File: config.mk
export PLATFORM = sky130hd
export DESIGN_NAME = saturn_phase_sequencer
export DESIGN_NICKNAME = d
export VERILOG_FILES = /design/src/rtl/saturn_phase_sequencer_pkg.sv /design/src/rtl/saturn_step_edge.sv /design/src/rtl/saturn_phase_sequencer.sv
export SDC_FILE = /design/constraint.sdc
export NUM_CORES = 1
export LEC_CHECK = 0
export BUFFER_PORTS_ARGS = -buffer_cell sky130_fd_sc_hd__buf_2
export CAP_MARGIN = 20
export CORE_AREA = 2 2 63 110
export CTS_BUF_LIST = sky130_fd_sc_hd__clkbuf_16
export DETAILED_ROUTE_END_ITERATION = 8
export DIE_AREA = 0 0 65 112
export PLACE_DENSITY = 0.76
export SLEW_MARGIN = 20
export SYNTH_ARGS = -nofsm -noshare
export SYNTH_HDL_FRONTEND = slang
export SYNTH_HIERARCHICAL = 1
export SYNTH_SLANG_ARGS = --single-unit
File: constraint.sdc
create_clock -name clk -period 3.2 [get_ports clk]
set_input_delay 0.16 -clock clk [delete_from_list [all_inputs] [get_ports clk]]
set_output_delay 0.16 -clock clk [all_outputs]
set_load 0.02 [all_outputs]
File: src/rtl/saturn_phase_sequencer_pkg.sv
// Shared definitions for the Saturn phase sequencer: state encodings, the
// default channel-to-phase map and the channel index names of the core.
package saturn_phase_sequencer_pkg;

    typedef enum logic [1:0] {
        ST_RUN       = 2'd0,
        ST_STEP_WAIT = 2'd1,
        ST_STEP_RUN  = 2'd2,
        ST_HALT      = 2'd3
    } seq_state_t;

    // Two bits per channel, channel 0 at the LSB.
    localparam logic [19:0] DEFAULT_CH_PHASE = 20'hFE940;

    localparam int CH_ALU_DUMP  = 0;
    localparam int CH_DBG       = 1;
    localparam int CH_BUS_SEND  = 2;
    localparam int CH_BUS_RECV  = 3;
    localparam int CH_ALU_PREP  = 4;
    localparam int CH_ALU_CALC  = 5;
    localparam int CH_INST_DEC  = 6;
    localparam int CH_ALU_INIT  = 7;
    localparam int CH_ALU_SAVE  = 8;
    localparam int CH_INST_EXEC = 9;

endpackage

File: src/rtl/saturn_step_edge.sv
// Registers the step request and emits a one-clock pulse on its rising edge.
module saturn_step_edge (
    input  logic clk,
    input  logic reset,
    input  logic i_step,
    output logic step_pulse
);

    logic step_q;

    always_ff @(posedge clk) begin
        if (!reset) begin
            step_q     <= 1'b0;
            step_pulse <= 1'b0;
        end else begin
            step_q     <= i_step;
            step_pulse <= i_step & ~step_q;
        end
    end

endmodule

File: src/rtl/saturn_phase_sequencer.sv
// Multi-phase clock-enable sequencer with cycle counter, single-step and halt.
// Optional SATURN_SEQ_TRACE_EN adds simulation-only cycle/phase and halt traces.
module saturn_phase_sequencer
    import saturn_phase_sequencer_pkg::*;
#(
    parameter int PHASES   = 4,
    parameter int CHANNELS = 10,
    parameter int CTR_W    = 32,
    parameter logic [CHANNELS*$clog2(PHASES)-1:0] CH_PHASE = DEFAULT_CH_PHASE
) (
    input  logic                       clk,
    input  logic                       reset,
    input  logic                       i_step_mode,
    input  logic                       i_step,
    input  logic                       i_halt_req,
    input  logic                       i_max_en,
    input  logic [CTR_W-1:0]           i_max_cycle,
    output logic [CHANNELS-1:0]        o_en,
    output logic [$clog2(PHASES)-1:0]  o_phase,
    output logic [CTR_W-1:0]           o_cycle,
    output logic [1:0]                 o_state,
    output logic                       o_halt,
    output logic                       o_out_of_cycles
);

    localparam int PH_W = $clog2(PHASES);
    localparam logic [PH_W-1:0] LAST_PHASE = PH_W'(PHASES - 1);

    seq_state_t          state, state_nxt;
    logic [PH_W-1:0]     phase, phase_nxt;
    logic [CTR_W-1:0]    cycle, cycle_nxt;
    logic [CHANNELS-1:0] en, en_nxt, en_match;
    logic                oor, oor_nxt;
    logic                step_pulse;
    logic                advance;
    logic                at_last;
    logic [CTR_W-1:0]    limit_target;
    logic                limit_hit;
    logic                halt_go;

    saturn_step_edge u_step_edge (
        .clk        (clk),
        .reset      (reset),
        .i_step     (i_step),
        .step_pulse (step_pulse)
    );

    assign at_last      = (phase == LAST_PHASE);
    assign limit_target = i_max_cycle + CTR_W'(1);
    assign limit_hit    = i_max_en && (cycle == limit_target);
    assign halt_go      = i_halt_req || limit_hit;

    always_comb begin
        en_match = '0;
        for (int c = 0; c < CHANNELS; c++) begin
            en_match[c] = (phase == CH_PHASE[c*PH_W +: PH_W]);
        end
    end

    // Halt overrides every other transition, and its entry edge does not advance.
    always_comb begin
        state_nxt = state;
        advance   = 1'b0;
        case (state)
            ST_RUN: begin
                advance = 1'b1;
                if (at_last && i_step_mode) begin
                    state_nxt = ST_STEP_WAIT;
                end
            end
            ST_STEP_WAIT: begin
                if (step_pulse) begin
                    advance   = 1'b1;
                    state_nxt = ST_STEP_RUN;
                end
            end
            ST_STEP_RUN: begin
                advance = 1'b1;
                if (at_last) begin
                    state_nxt = i_step_mode ? ST_STEP_WAIT : ST_RUN;
                end
            end
            ST_HALT: begin
                state_nxt = ST_HALT;
            end
            default: begin
                state_nxt = ST_HALT;
            end
        endcase
        if (halt_go) begin
            state_nxt = ST_HALT;
            advance   = 1'b0;
        end
    end

    always_comb begin
        phase_nxt = phase;
        cycle_nxt = cycle;
        en_nxt    = '0;
        oor_nxt   = oor;
        if (advance) begin
            phase_nxt = at_last ? '0 : phase + PH_W'(1);
            cycle_nxt = cycle + CTR_W'(phase == '0);
            en_nxt    = en_match;
        end
        if (halt_go && limit_hit && (state != ST_HALT)) begin
            oor_nxt = 1'b1;
        end
    end

    always_ff @(posedge clk) begin
        if (!reset) begin
            state <= ST_RUN;
            phase <= LAST_PHASE;
            cycle <= '1;
            en    <= '0;
            oor   <= 1'b0;
        end else begin
            state <= state_nxt;
            phase <= phase_nxt;
            cycle <= cycle_nxt;
            en    <= en_nxt;
            oor   <= oor_nxt;
        end
    end

`ifdef SATURN_SEQ_TRACE_EN
    always_ff @(posedge clk) begin
        if (reset) begin
            if (advance && (phase == '0)) begin
                $display("[saturn_seq] cycle %0d phase %0d", cycle, phase);
            end
            if (halt_go && (state != ST_HALT)) begin
                if (limit_hit) begin
                    $display("[saturn_seq] *** HALT: OUT OF CYCLES at cycle %0d ***", cycle);
                end else begin
                    $display("[saturn_seq] *** HALT: HALT REQUEST at cycle %0d ***", cycle);
                end
            end
        end
    end
`else
    // Trace output compiled out; behaviour is unchanged.
`endif

    assign o_en            = en;
    assign o_phase         = phase;
    assign o_cycle         = cycle;
    assign o_state         = state;
    assign o_halt          = (state == ST_HALT);
    assign o_out_of_cycles = oor;

endmodule
# --- Word level (Yosys, flattened, before mapping) ---
# Cells that the tools add are included.
classes:
  bitwise: 2
  reduce_logical: 10
  n_eq_ne: 11
  n_mux: 10
  add_sub_neg: 3
op_table:
  columns: ["operator", "count"]
  rows:
  - ["$add A32 B1 Y32", 1]
  - ["$add A32 B1 Y32 const B", 1]
  - ["$eq A32 B32 Y1", 1]
  - ["$mux W2", 5]
  - ["$eq A2 B2 Y1 const B", 4]
  - ["$pmux W2 S4", 1]
  - ["$ne A3 B3 Y1 const B", 2]
  - ["$eq A2 B1 Y1 const B", 2]
  - ["$logic_and A1 B1 Y1", 4]
  - ["$logic_not A2 Y1", 2]
  - ["$mux W1", 3]
  - ["$ne A3 B2 Y1 const B", 1]
  - ["$reduce_and A3 Y1", 1]
  - ["$add A2 B1 Y2 const B", 1]
  - ["$ne A2 B2 Y1 const B", 1]
  - ["$pmux W1 S2", 1]
  - ["$reduce_and A2 Y1", 1]
  - ["$reduce_or A2 Y1", 1]
  - ["$and A1 B1 Y1", 1]
  - ["$logic_or A1 B1 Y1", 1]
  - ["$not A1 Y1", 1]
word_totals:
  ff_bits: 47
  inputBits: 38

# --- Longest topological paths before layout ---
logic_depth:
  depth_word: 6
  mapped_depth: 12
  mapped_depth_nobuf: 12

# --- Cells and area by module ---
# Netlist, hierarchy kept.
modules_own_cells:
  columns: ["mod", "cells_per_inst", "area_per_inst_um2", "instances", "seq_area_each_um2"]
  rows:
  - ["saturn_phase_sequencer", 416, 3326.9, 1, 820.8]
  - ["saturn_step_edge", 4, 55.1, 1, 40.0]

# --- Least setup slack after synthesis ---
# No wires, ideal clock.
synth_path:
  kind: "flip-flop to flip-flop"
  start: "reg phase[0], in the netlist o_phase[0]"
  end: "reg cycle[26], in the netlist o_cycle[26]"
  required_ps: 3079
  synth_period_minus_slack_ps: 2568
  n_path_buf: 0
  path_stages_with_launch: 12
  slack_ps: 632
  arrival_time_ps: 2446
  path_cell_list: "dfxtp_1 -> inv_1 -> ha_1 -> ha_1 -> ha_1 -> nand2_1 -> nor4_1 -> nor2b_1 -> and4_1 -> and2_1 -> nor4b_2 -> mux2_4"
synth_via:
  elab_chain_len: 2
synth_rtl:
  columns: ["element", "line", "source"]
  rows:
  - ["from (decl)", "saturn_phase_sequencer.sv:30", "logic [PH_W-1:0] phase, phase_nxt;"]
  - ["from (signal assigned)", "saturn_phase_sequencer.sv:120", "phase <= phase_nxt;"]
  - ["$logic_not A2 Y1", null, null]
  - ["named net en_match[0]", "saturn_phase_sequencer.sv:32", "logic [CHANNELS-1:0] en, en_nxt, en_match;"]
  - ["$add A32 B1 Y32", "saturn_phase_sequencer.sv:103", "cycle_nxt = cycle + CTR_W'(phase == '0);"]
  - ["to (signal assigned)", "saturn_phase_sequencer.sv:121", "cycle <= cycle_nxt;"]
  - ["to (decl)", "saturn_phase_sequencer.sv:31", "logic [CTR_W-1:0] cycle, cycle_nxt;"]
# The timed path passes the listed nets, and every way through them passes these cells.
# A chain may end at the register's enable or synchronous reset.

# --- Worst setup path in the final report ---
# Ends and elaborated chain as after synthesis.

==> reports/results.txt <==
Worst slack at placement = 136 ps
Highest ir drop seen on vdd = 0.434 mV
Die footprint = 0.00728 mm^2
Htree depth = 2
Horiz. Die Dim = 65 um
Number of cells traversed by the worst hold path = 2
Area after DPL = 0.00378 mm^2
Buffer type at the clock tree root = sky130_fd_sc_hd__clkbuf_16
Share of layout cells above drive strength 1 = 22.9%
Synth Net Count = 465
Clock tree from TritonCTS = built
Router iterations before antenna repair = 4
Wire length of the first global-routing pass = 15.4 mm
Via count = 3553
Number of synthesis warnings = 6
Clock sink total = 43
Critical Path RT = 3380 ps
Number of synthesized flops with an enable pin = 0
Remaining antenna violation count = 0
GRT Overall Usage = 26.7%
Number of violations of the max-capacitance limit = 0
CP max FO = 5
Post-CTS Hold Buffers = 0
Largest net degree at the start of global routing = 48
CTS buffer count = 5
PD cells = 378 mW/mm^2
Area occupied by multi-input gates = 0.00232 mm^2
Final weighted congestion in routability-driven placement = 0.858
Number of violations reported at the end of detailed-routing iteration 0 = 295
Predominant post-synthesis flop cell = sky130_fd_sc_hd__dfxtp_1
IO Pins = 86
Clock transition at the register clock pins on the worst setup and hold paths after CTS = 60 ps
Critical Setup Path Class = reg2reg
Kind of start point of the critical path = register
Worst-case headroom to the max-slew limit = 48.6%
Die span in y = 112 um
Core ar. = 0.00639 mm^2
Via count of the first global-routing pass = 3282
Via count normalized by instance count = 6.21
Power Total = 0.00150 W
Worst Reg2Reg Path Length in Cells = 11
Standby leakage power = 1.54 nW
Fin crit period = 2870 ps
Unique masters post-synth = 62
Area of all sequential standard cells = 861 um^2
Number of antenna violations at the first check in global routing = 0
Final worst slack = 335 ps
Register bit count reported by yosys = 43
Kind of end point of the critical path = register
Synthesized instance count = 420
Clock Path Buffers = 2
Ant diodes = 0
Final setup fails = 0
Global route overflow = 0
Total Routed Length = 9.51 mm
Slew at the pin with the worst max-slew slack = 772 ps
Worst Skew = 6.03 ps
Share of async-settable or async-resettable flops after synthesis = 0%
Synthesis-to-layout area growth = 17.4%
Latest clock arrival within the worst-skew pair = 290 ps
Postcts setup bufs = 0
Outcome = finished, final reports clean
Commonest cells after routing, fill and taps aside = sky130_fd_sc_hd__buf_2, sky130_fd_sc_hd__nand3_1, sky130_fd_sc_hd__dfxtp_1, sky130_fd_sc_hd__o21ai_0, sky130_fd_sc_hd__nand2_1
Routed WL per cell = 16.6 um
Worst EP arrival = 3040 ps
Total standard cell area after synthesis = 0.00338 mm^2
Number of DRC violations after detailed routing = 0
Final critical-path share of the clock period = 89.5%
# fillers = 602
Final design instance area without fill = 0.00397 mm^2
CTS resizes = 0
Most frequent standard cell in the layout excluding fill and tap cells = sky130_fd_sc_hd__buf_2
Final Hold Viols = 0
Highest Clock Rate = 0.349 GHz
Max-slew violation count = 0
Post-DP HPWL = 7.38 mm
Setup tns final = 0 ps
Initial core utilization = 52.9%
Setup repair after global routing missed its margin = no
Net count of the finished layout = 534
Sequential share of the synthesized area = 25.5%
IO Port Bufs = 85
Worst hold path type = in2reg
Number of placement rows = 39
Average size of a mapped cell = 8.05 um^2
kinds of logic (layout without fill, tap and decap cells):
logic type | Yosys count | count (layout) | synth area share, %
and+or+nand+nor | 220 | 220 | 39.3
xor gates and xnor gates | 37 | 37 | 10.0
buffers and inverters | 33 | 103 | 5.96
muxes | 5 | 5 | 1.92
adders and majority gates | 7 | 7 | 2.59
DFF | 43 | 43 | 25.5
AOI/OAI and AO/OA | 75 | 75 | 14.8
stage by stage:
| stage | instances | hold slack [ps] | utilization [%] |
|---|---|---|---|
| final | 572 | 88.3 | 62.1 |
| after global routing | 572 | 99.2 | 62.1 |
| after CTS | 572 | 88.3 | 62.1 |
| after detailed placement | 564 | 383 | 59.1 |
| after global placement | 564 | 376 | 59.1 |
| after floorplan | 420 | 282 | - |
registers in the layout, summed over array words and instances, names as in the netlist:
signal	count
u_step_edge/step_pulse	1
u_step_edge/step_q	1
o_phase	2
o_state	2
o_out_of_cycles	1
o_en	4
o_cycle	32
metal layers:
| layer | wire [um] | vias to the layer above | share of wire, % | global-route usage (%) |
|---|---|---|---|---|
| li1 | - | 1730 | - | - |
| met1 | 3700 | 1690 | 39 | 31.2 |
| met2 | 5000 | 102 | 53 | 46.8 |
| met3 | 386 | 31 | 4.1 | 2.93 |
| met4 | 420 | 0 | 4.4 | 13.8 |
| met5 | 0 | - | 0 | 0 |
report_power, final:
part / switching, W / total [W] / internal [W]
Clock: 0.000212 / 0.000658 / 0.000447
Combinational: 0.000161 / 0.000268 / 0.000106
Sequential: 0.0000231 / 0.000575 / 0.000552
worst max-delay path, stage by stage, from the launching register on:
cell	delay, ps
sky130_fd_sc_hd__dfxtp_1	350
sky130_fd_sc_hd__inv_1	110
sky130_fd_sc_hd__ha_1	210
sky130_fd_sc_hd__ha_1	200
sky130_fd_sc_hd__ha_1	190
sky130_fd_sc_hd__nand2_1	110
sky130_fd_sc_hd__nor4_1	250
sky130_fd_sc_hd__nor2b_1	270
sky130_fd_sc_hd__and4_1	270
sky130_fd_sc_hd__and2_1	200
sky130_fd_sc_hd__nor4b_2	270
sky130_fd_sc_hd__mux2_4	320
synthesized netlist by cell type, drive strengths merged (2+ instances only):
master	number	area share, %
a211o	2	0.52
a21boi	2	0.44
a21oi	3	0.44
a2bb2oi	2	0.52
a311o	2	0.59
a31oi	4	0.74
and2	8	1.5
and3	11	2.0
and3b	2	0.52
and4	10	2.7
buf	16	4.0
clkbuf	12	1.4
dfxtp	43	25
ha	7	2.6
inv	5	0.55
mux2	3	1.3
mux2i	2	0.59
nand2	25	2.8
nand2b	7	1.3
nand3	50	7.4
nand3b	8	1.8
nand4	21	4.8
nor2	12	1.3
nor2b	4	0.74
nor3	14	2.4
nor4	12	2.6
o211ai	4	0.89
o21a	2	0.44
o21ai	32	4.7
o22a	2	0.52
o31a	3	0.78
o31ai	9	2.0
or3	23	4.3
or4	8	1.9
xnor2	18	4.7
xor2	18	4.7
cell type report:
cell class / count / area share [%]
clock buffers: 5 / 3.15
clock inverters: 3 / 1.70
inverters: 5 / 0.473
multi-input cells: 344 / 58.4
flip-flops and latches: 43 / 21.7
well taps: 82 / 2.58
repair buffers: 90 / 12.0
final timing paths:
check                  start  slack, ps            endpoint
min                   i_step         90  u_step_edge/step_q
min reg2reg  o_out_of_cycles        460     o_out_of_cycles
max reg2reg       o_phase[0]        330         o_cycle[26]
max               o_phase[0]        330         o_cycle[26]
Note: power is estimated with default switching activity, not from simulation.
